$ cat src/rtl/board_row_fetcher.sv
// rtl/board_row_fetcher.sv - fetches one board row from RAM into a shadow buffer and commits it atomically (optional feature: PIECE_OVERLAY_EN)
module board_row_fetcher #(
  parameter int BOARD_W = 10,
  parameter int BOARD_H = 20,
  parameter int CELL_W  = 16,
  parameter int RD_LAT  = 1
) (
  input  logic                             Clk,
  input  logic                             reset_n,
  input  logic                             LD_Row,
  input  logic [7:0]                       rowNum,
  output logic [7:0]                       ram_addr,
  output logic                             ram_rd,
  input  logic [CELL_W-1:0]                ram_rdata,
  output logic [BOARD_W-1:0][CELL_W-1:0]   Row,
  output logic                             rowReady,
`ifdef PIECE_OVERLAY_EN
  input  logic [3:0][3:0]                  piece_x,
  input  logic [3:0][4:0]                  piece_y,
  input  logic [CELL_W-1:0]                piece_color,
`endif
  output logic                             busy
);

  localparam int COL_W = $clog2(BOARD_W);
  localparam logic [COL_W-1:0] LAST_COL = COL_W'(BOARD_W - 1);

  // The capture pipeline below assumes the RAM returns data exactly one cycle after the strobe.
  generate
    if (RD_LAT != 1) begin : g_lat_check
      $error("board_row_fetcher supports RD_LAT == 1 only");
    end
  endgenerate

  typedef enum logic [1:0] {IDLE, READ, DRAIN, COMMIT} state_t;

  state_t                           state, state_nxt;
  logic                             ld_prev;
  logic                             req;
  logic [7:0]                       req_row;
  logic [7:0]                       cur_row;
  logic [COL_W-1:0]                 col;
  logic [COL_W-1:0]                 cap_col;
  logic [CELL_W-1:0]                cap_data;
  logic                             pend_valid;
  logic [7:0]                       pend_row;
  logic [BOARD_W-1:0][CELL_W-1:0]   shadow;
`ifdef PIECE_OVERLAY_EN
  logic [3:0][3:0]                  cur_px, pend_px;
  logic [3:0][4:0]                  cur_py, pend_py;
  logic [CELL_W-1:0]                cur_pc, pend_pc;
`endif

  // Rows past the bottom of the board wrap to row 0, matching the mapper's end-of-frame wrap.
  function automatic logic [7:0] clamp_row(input logic [7:0] r);
    return (int'(r) >= BOARD_H) ? 8'd0 : r;
  endfunction

  assign req      = LD_Row & ~ld_prev;
  assign req_row  = clamp_row(rowNum);
  assign busy     = (state != IDLE);
  assign ram_rd   = (state == READ);
  assign ram_addr = (state == READ) ? 8'(int'(cur_row) * BOARD_W + int'(col)) : 8'd0;
  // Data on ram_rdata belongs to the address issued one cycle earlier.
  assign cap_col  = (state == DRAIN) ? LAST_COL : col - 1'b1;

  // Captured cell value, with the active piece painted over the RAM content when enabled.
  always_comb begin
    cap_data = ram_rdata;
`ifdef PIECE_OVERLAY_EN
    for (int i = 0; i < 4; i++) begin
      if ((32'(cur_py[i]) == 32'(cur_row)) && (32'(cur_px[i]) == 32'(cap_col))) begin
        cap_data = cur_pc;
      end
    end
`endif
  end

  // State register.
  always_ff @(posedge Clk or negedge reset_n) begin
    if (!reset_n) state <= IDLE;
    else          state <= state_nxt;
  end

  // Next-state logic: a pending or same-cycle request chains straight into another fetch after commit.
  always_comb begin
    state_nxt = state;
    case (state)
      IDLE:    if (req) state_nxt = READ;
      READ:    if (col == LAST_COL) state_nxt = DRAIN;
      DRAIN:   state_nxt = COMMIT;
      COMMIT:  state_nxt = (req || pend_valid) ? READ : IDLE;
      default: state_nxt = IDLE;
    endcase
  end

  // Datapath: edge detect, row/column counters, shadow capture, pending slot and atomic commit.
  always_ff @(posedge Clk or negedge reset_n) begin
    if (!reset_n) begin
      // Treat the level as already high so a request held through reset is not seen as an edge.
      ld_prev    <= 1'b1;
      cur_row    <= 8'd0;
      col        <= '0;
      pend_valid <= 1'b0;
      pend_row   <= 8'd0;
      shadow     <= '0;
      Row        <= '0;
      rowReady   <= 1'b0;
`ifdef PIECE_OVERLAY_EN
      cur_px  <= '0;
      cur_py  <= '0;
      cur_pc  <= '0;
      pend_px <= '0;
      pend_py <= '0;
      pend_pc <= '0;
`endif
    end else begin
      ld_prev  <= LD_Row;
      rowReady <= 1'b0;
      case (state)
        IDLE: begin
          if (req) begin
            cur_row <= req_row;
            col     <= '0;
`ifdef PIECE_OVERLAY_EN
            cur_px <= piece_x;
            cur_py <= piece_y;
            cur_pc <= piece_color;
`endif
          end
        end
        READ: begin
          col <= col + 1'b1;
          if (col != '0) shadow[cap_col] <= cap_data;
        end
        DRAIN: begin
          shadow[cap_col] <= cap_data;
        end
        COMMIT: begin
          Row        <= shadow;
          rowReady   <= 1'b1;
          col        <= '0;
          pend_valid <= 1'b0;
          // A request arriving in this very cycle is newer than anything parked in the pending slot.
          if (req) begin
            cur_row <= req_row;
`ifdef PIECE_OVERLAY_EN
            cur_px <= piece_x;
            cur_py <= piece_y;
            cur_pc <= piece_color;
`endif
          end else if (pend_valid) begin
            cur_row <= pend_row;
`ifdef PIECE_OVERLAY_EN
            cur_px <= pend_px;
            cur_py <= pend_py;
            cur_pc <= pend_pc;
`endif
          end
        end
        default: ;
      endcase
      // Requests during a fetch park in a one-deep slot; the newest one overwrites.
      if (req && (state == READ || state == DRAIN)) begin
        pend_valid <= 1'b1;
        pend_row   <= req_row;
`ifdef PIECE_OVERLAY_EN
        pend_px <= piece_x;
        pend_py <= piece_y;
        pend_pc <= piece_color;
`endif
      end
    end
  end

endmodule
$ cat config.mk
export PLATFORM = sky130hd
export DESIGN_NAME = board_row_fetcher
export DESIGN_NICKNAME = d
export VERILOG_FILES = /design/src/rtl/board_row_fetcher.sv
export SDC_FILE = /design/constraint.sdc
export NUM_CORES = 1
export LEC_CHECK = 0
export CAP_MARGIN = 20
export CORE_AREA = 2 2 156 158
export DETAILED_ROUTE_END_ITERATION = 6
export DIE_AREA = 0 0 158 160
export GPL_TIMING_DRIVEN = 0
export PLACE_DENSITY = 0.8
export RECOVER_POWER = 100
export SLEW_MARGIN = 20
export SYNTH_ARGS = -nofsm -noshare
export SYNTH_HDL_FRONTEND = slang
export SYNTH_SLANG_ARGS = --single-unit
$ cat constraint.sdc
create_clock -name Clk -period 5.85 [get_ports Clk]
set_input_delay 1.17 -clock Clk [delete_from_list [all_inputs] [get_ports Clk]]
set_output_delay 1.17 -clock Clk [all_outputs]
set_load 0.005 [all_outputs]
==> impl_metrics.env, run 1 <==
export IMPL_cp_slowest_cell="dlygate4sd3_1"
export IMPL_ant_nets=0
export IMPL_cts_tree="built"
export IMPL_nets=1147
export IMPL_drv_cap=4
export IMPL_synthDistinctLibCells=47
export IMPL_arrival_ns=3.41
export IMPL_max_freq_mhz=219
export IMPL_syn_area_mm2=0.0136
export IMPL_fp_dieW_um=158
export IMPL_clock_power_share_pct=22.4
export IMPL_cts_max_path_buffers=3
export IMPL_finalCriticalPeriod_ns=4.58
export IMPL_fin_skew_ns=0.0240
export IMPL_synth_ff_type="dfrtp_1"
export IMPL_grt_pass1_vias=8149
export IMPL_clockRootBuffer="clkbuf_16"
export IMPL_path_common_cell="ha_1"
export IMPL_drc_errors=0
export IMPL_ys_ff_latch=343
export IMPL_stdcell_area_mm2=0.0169
export IMPL_vias=7759
export IMPL_ys_seq_area_share_pct=63.2
export IMPL_grt_pass1_wl_mm=46.0
export IMPL_syn_nets=926
export IMPL_routed_via_density=5.35
export IMPL_syn_instance_count=878
export IMPL_pwr_share_comb_pct=35.5
export IMPL_status="finished with violations"
export IMPL_initial_core_util_pct=57.0
export IMPL_core_area_mm2=0.0238
export IMPL_grt_overflow_total=0
export IMPL_fin_crit_sh_pct=78.2
export IMPL_cts_resized=0
export IMPL_synth_warning_count=0
export IMPL_cpPeakStageDelay_ns=0.57
export IMPL_hpwlAfterDp_mm=19.8
export IMPL_clock_latency_ns=0.52
export IMPL_die_h_um=160
export IMPL_p_switching_mw=2.86
export IMPL_p_sw_share_pct=28.8
export IMPL_cp_start_kind="register"
export IMPL_track_usage_pct=23.8
export IMPL_antennaDiodeCount=0
export IMPL_violations="capacitance limit, slew limit"
export IMPL_drive_above_1_share_pct=32.8
export IMPL_rsz0062_at_grt="no"
export IMPL_critPathRequiredTime_ns=4.68
export IMPL_cts_htree_levels=2
export IMPL_grt_start_max_net_pins=102
export IMPL_clk_pin_slew_ns=0.06
export IMPL_finalHoldViolCount=0
export IMPL_p_seq_share_pct=42.1
export IMPL_synth_edff_count=0
export IMPL_antenna_found_initial=0
export IMPL_crit_path_max_fanout=4
export IMPL_port_buffers=181
export IMPL_clkSinkCount=343
export IMPL_drt_pass1_iter_count=4
export IMPL_gp_congestion=0.782
export IMPL_power_density_mw_per_mm2=589
export IMPL_tightest_slew_ns=2.51
export IMPL_netlist_top_cells_area="dfrtp_1 63%, mux2_2 26%, ha_1 1.8%, mux2_4 1.1%, nand2_1 0.83%"
export IMPL_worstSetupEndpointType="primary output"
export IMPL_post_cts_setup_buffer_count=0
export IMPL_setup_viol=0
export IMPL_postSynthAreaPerCell_um2=15.5
export IMPL_max_slew_margin_pct=-67.3
export IMPL_drt_initial_drc_count=359
export IMPL_ir_worst_vdd_mv=0.332
export IMPL_die_area_mm2=0.0253
export IMPL_p_leak_nw=7.13
export IMPL_numCtsBuffers=35
export IMPL_rows=57
export IMPL_tns_ns=0
export IMPL_async_reset_ff_share_pct=100
export IMPL_path_cells="ha_1 -> ha_1 -> inv_1 -> fa_1 -> nor3_1 -> xnor3_1 -> nor2b_1 -> dlygate4sd3_1"
export IMPL_syn_to_final_growth_pct=24.3
export IMPL_dpl_cell_area_mm2=0.0159
export IMPL_ioPinCount=198
export IMPL_maxSlewViolCount=213
export IMPL_hold_path_class="register to register"
export IMPL_synth_top_area_share_pct=63.1
export IMPL_postCtsHoldBufs=0
export IMPL_synth_top_area_cell="dfrtp_1"
export IMPL_wl_mm=29.3
export IMPL_crit_type="register to primary output"
export IMPL_p_int_mw=7.08
export IMPL_wire_per_inst_um=20.2
==> synthesized netlist by cell type, drive strengths merged, types with 5 or more instances <==
master,instances
nand3,8
a21o,5
ha,19
dfrtp,342
o21ai,16
buf,30
nand2,30
nor2,11
clkbuf,23
mux2,320
and2,11
inv,11
a31oi,6
==> cell type report <==
class	instances	area [µm²]
inverter	11	41.3
buffer	53	204
clock buffer	51	976
clock inverter	12	175
timing repair buffer	184	1850
multi-input combinational	471	4630
fill	1635	6950
sequential	343	8580
tap	324	405
==> worst max-delay path: cells and delay by family, from the launching register on <==
kind | cells | cell delay, ns
simple gates | 2 | 0.38
buf+inv | 2 | 0.64
flops | 1 | 0.44
fa+ha+maj | 3 | 1.00
xor+xnor | 1 | 0.45
==> through the flow <==
step                cells  utilization, %  total power, mW  hold slack [ns]  setup slack, ns
floorplan             878               -             6.13            0.450             2.55
global placement     1383            66.3             7.89            0.466           -10.83
detailed placement   1386            66.7             8.06            0.475             1.85
CTS                  1449            71.5             10.3            0.488             1.31
global route         1449            70.8             10.5            0.509             1.05
finish               1449            70.8             9.94            0.481             1.27
==> logic make-up (layout without fill, tap and decap cells) <==
family,after synthesis,count (layout),synth area share (%)
simple gates,81,81,3.12
mux,320,320,26.8
compound gates,40,40,1.86
fa+ha+maj,21,21,2.05
xor+xnor,9,9,0.682
buf+inv,64,311,2.21
flops,343,343,63.2
==> final timing paths <==
path,depth (start not counted),end,slack (ns),start
max,8,ram_addr[7],1.27,cur_row[1]
max reg2reg,8,shadow[153],2.13,col[0]
min reg2reg,2,pend_row[1],0.48,pend_row[1]
min in group asynchronous,1,Row[157],0.59,reset_n
min,2,pend_row[1],0.48,pend_row[1]
max in group asynchronous,2,cur_row[2],2.36,reset_n
==> routing by layer <==
metal  share of wire, %  GRT usage, %  up-vias
met1                 45          34.1     4026
met4                2.5          7.00        0
li1                   -             -     3511
met5                  0             0        -
met2                 48          37.8      170
met3                4.7          4.23       52
==> cells in the final DEF, fill, tap and decap left out, types with 3 or more instances in the layout <==
cell / instances
a21o_1: 5
a21oi_1: 3
a31oi_1: 6
and2_0: 3
and2_1: 6
buf_1: 16
bufinv_16: 4
clkbuf_1: 47
clkbuf_16: 35
clkbuf_8: 4
clkdlybuf4s50_1: 9
clkinv_2: 4
dfrtp_1: 342
dlygate4sd3_1: 171
ha_1: 19
inv_1: 11
inv_6: 3
mux2_1: 11
mux2_2: 308
nand2_1: 30
nand2b_1: 3
nand3_1: 8
nor2_1: 11
nor2b_1: 4
nor3_1: 4
nor3b_1: 3
o21ai_0: 16
xnor2_1: 4
xor2_1: 4
==> registers in the layout (all words and copies together), names as in the netlist <==
signal      cells
pend_row        7
pend_valid      1
cur_row         7
rowReady        1
state           2
col             4
shadow        160
Row           160
ld_prev         1
==> power by group through the flow <==
stage | Clock [mW] | Sequential [mW] | Combinational [mW]
after floorplan | 0 | 4.08 | 2.04
after global placement | 0 | 4.19 | 3.70
after detailed placement | 0 | 4.23 | 3.83
after CTS | 2.27 | 4.20 | 3.86
after global routing | 2.37 | 4.31 | 3.86
final | 2.23 | 4.18 | 3.53
(Power assumes the default switching activity.)
==> run 2: changes to the inputs <==
--- a/config.mk
+++ b/config.mk
@@ -6,11 +6,11 @@
 export NUM_CORES = 1
 export LEC_CHECK = 0
 export CAP_MARGIN = 20
-export CORE_AREA = 2 2 156 158
+export CORE_AREA = 2 2 162 164
 export DETAILED_ROUTE_END_ITERATION = 6
-export DIE_AREA = 0 0 158 160
+export DIE_AREA = 0 0 164 166
 export GPL_TIMING_DRIVEN = 0
-export PLACE_DENSITY = 0.8
+export PLACE_DENSITY = 0.75
 export RECOVER_POWER = 100
 export SLEW_MARGIN = 20
 export SYNTH_ARGS = -nofsm -noshare
==> constraint.sdc (replaced) <==
create_clock -name Clk -period 4.4 [get_ports Clk]
set_input_delay 0.88 -clock Clk [delete_from_list [all_inputs] [get_ports Clk]]
set_output_delay 0.88 -clock Clk [all_outputs]
set_load 0.005 [all_outputs]
==> impl_metrics.env, run 2 (synthesized netlist as in run 1, its figures left out) <==
export IMPL_cts_htree_levels=2
export IMPL_routed_via_density=5.38
export IMPL_grt_pass1_wl_mm=47.0
export IMPL_numCtsBuffers=36
export IMPL_arrival_ns=3.25
export IMPL_multi_input_area_mm2=0.00463
export IMPL_p_leak_nw=7.13
export IMPL_final_common_cell="dfrtp_1"
export IMPL_cts_tree="built"
export IMPL_clk_pin_slew_ns=0.06
export IMPL_cpPeakStageDelay_ns=0.51
export IMPL_cp_slowest_cell="clkdlybuf4s50_1"
export IMPL_n_fill_cell=1914
export IMPL_fin_crit_sh_pct=93.8
export IMPL_vias=7872
export IMPL_critPathRequiredTime_ns=3.52
export IMPL_initial_core_util_pct=53.0
export IMPL_path_common_cell="ha_1"
export IMPL_clock_latency_ns=0.51
export IMPL_rsz0062_at_grt="no"
export IMPL_timing_critical_path_buf_inv=2
export IMPL_total_power_mw=13.1
export IMPL_cp_start_kind="register"
export IMPL_drive_above_1_share_pct=33.4
export IMPL_power_density_mw_per_mm2=778
export IMPL_nets=1148
export IMPL_port_buffers=181
export IMPL_cts_max_path_buffers=3
export IMPL_ioPinCount=198
export IMPL_dpl_cell_area_mm2=0.0159
export IMPL_whs_ns=0.279
export IMPL_setup_ws_ns=0.274
export IMPL_rows=59
export IMPL_ir_worst_vdd_mv=0.419
export IMPL_wl_mm=29.5
export IMPL_drv_cap=3
export IMPL_stdcell_area_mm2=0.0169
export IMPL_syn_to_final_growth_pct=24.4
export IMPL_clockRootBuffer="clkbuf_16"
export IMPL_grt_overflow_total=0
export IMPL_grt_start_max_net_pins=103
export IMPL_path_cells="ha_1 -> ha_1 -> inv_1 -> fa_1 -> nor3_2 -> xnor3_1 -> nor2b_1 -> clkdlybuf4s50_1"
export IMPL_violations="capacitance limit, slew limit"
export IMPL_ff_latch_area_mm2=0.00858
export IMPL_tightest_slew_ns=2.11
export IMPL_place_ws_ns=0.731
export IMPL_drt_initial_drc_count=493
export IMPL_worstSetupEndpointType="primary output"
export IMPL_crit_family="adder cells"
export IMPL_drt_pass1_iter_count=6
export IMPL_finalHoldViolCount=0
export IMPL_setup_viol=0
export IMPL_die_h_um=166
export IMPL_crit_path_max_fanout=4
export IMPL_fin_skew_ns=0.0145
export IMPL_gp_congestion=0.811
export IMPL_die_area_mm2=0.0272
export IMPL_hpwlAfterDp_mm=19.6
export IMPL_max_freq_mhz=242
export IMPL_maxSlewViolCount=95
export IMPL_status="finished with violations"
export IMPL_largestRegisters="Row x160, shadow x160"
export IMPL_ant_nets=0
export IMPL_antenna_found_initial=1
export IMPL_post_cts_setup_buffer_count=0
export IMPL_tns_ns=0
export IMPL_finalCriticalPeriod_ns=4.13
export IMPL_wire_per_inst_um=20.2
export IMPL_grt_pass1_vias=8311
export IMPL_clkSinkCount=343
export IMPL_drc_errors=0
export IMPL_postCtsHoldBufs=0
export IMPL_final_cell_mix="342 x dfrtp_1, 308 x mux2_2, 169 x dlygate4sd3_1"
export IMPL_hold_path_class="input pin to async pin"
export IMPL_core_area_mm2=0.0256
export IMPL_cts_resized=0
export IMPL_crit_type="register to primary output"
export IMPL_max_slew_margin_pct=-40.5
export IMPL_track_usage_pct=22.4
export IMPL_fp_dieW_um=164
run 2: cell count changes in the layout (fill, tap and decap cells not counted), moves of 2 or more:
cell	before	now
clkinvlp_4	0	2
dlygate4sd3_1	171	169
clkinv_2	4	7
clkbuf_8	4	8
bufinv_16	4	0
clkbuf_1	47	42
clkdlybuf4s50_1	9	11
clkbuf_16	35	37
run 2: worst paths after layout:
path                                   from  cells past startpoint  slack (ns)           to
worst min register to register  pend_row[0]                      2        0.48  pend_row[0]
max in group asynchronous           reset_n                      4        0.81   shadow[80]
min in group Clk                pend_row[0]                      2        0.48  pend_row[0]
worst min-delay path                reset_n                      1        0.28  shadow[151]
worst max-delay path             cur_row[1]                      8        0.27  ram_addr[7]
worst max register to register       col[0]                      8        0.66  shadow[150]
run 2: power by group:
| group | switching, mW | internal (mW) | total [mW] |
|---|---|---|---|
| Clock | 1.22 | 1.68 | 2.90 |
| Sequential | 0.807 | 4.71 | 5.52 |
| Combinational | 1.79 | 2.92 | 4.71 |
run 2: routing by layer:
layer,GRT usage (%),share of wire [%],up-vias
met5,0,0,-
met4,6.45,2.3,0
met3,4.75,5.2,55
met2,35.1,47,200
met1,32.0,46,4097
li1,-,-,3520
run 2: layout make-up:
cell class | count | share of cell area [%]
Antenna cell | 1 | 0.0148
Buffer | 53 | 1.21
Clock buffer | 52 | 6.29
Clock inverter | 12 | 0.452
Inverter | 11 | 0.245
Multi-Input combinational cell | 471 | 27.4
Sequential cell | 343 | 50.8
Tap cell | 335 | 2.48
Timing Repair Buffer | 184 | 11.0
run 2: per-stage QoR:
stage	cells	util, %
after detailed placement	1397	62.0
after CTS	1461	66.5
after floorplan	878	-
after global placement	1394	61.7
final	1462	65.9
after global routing	1462	65.9
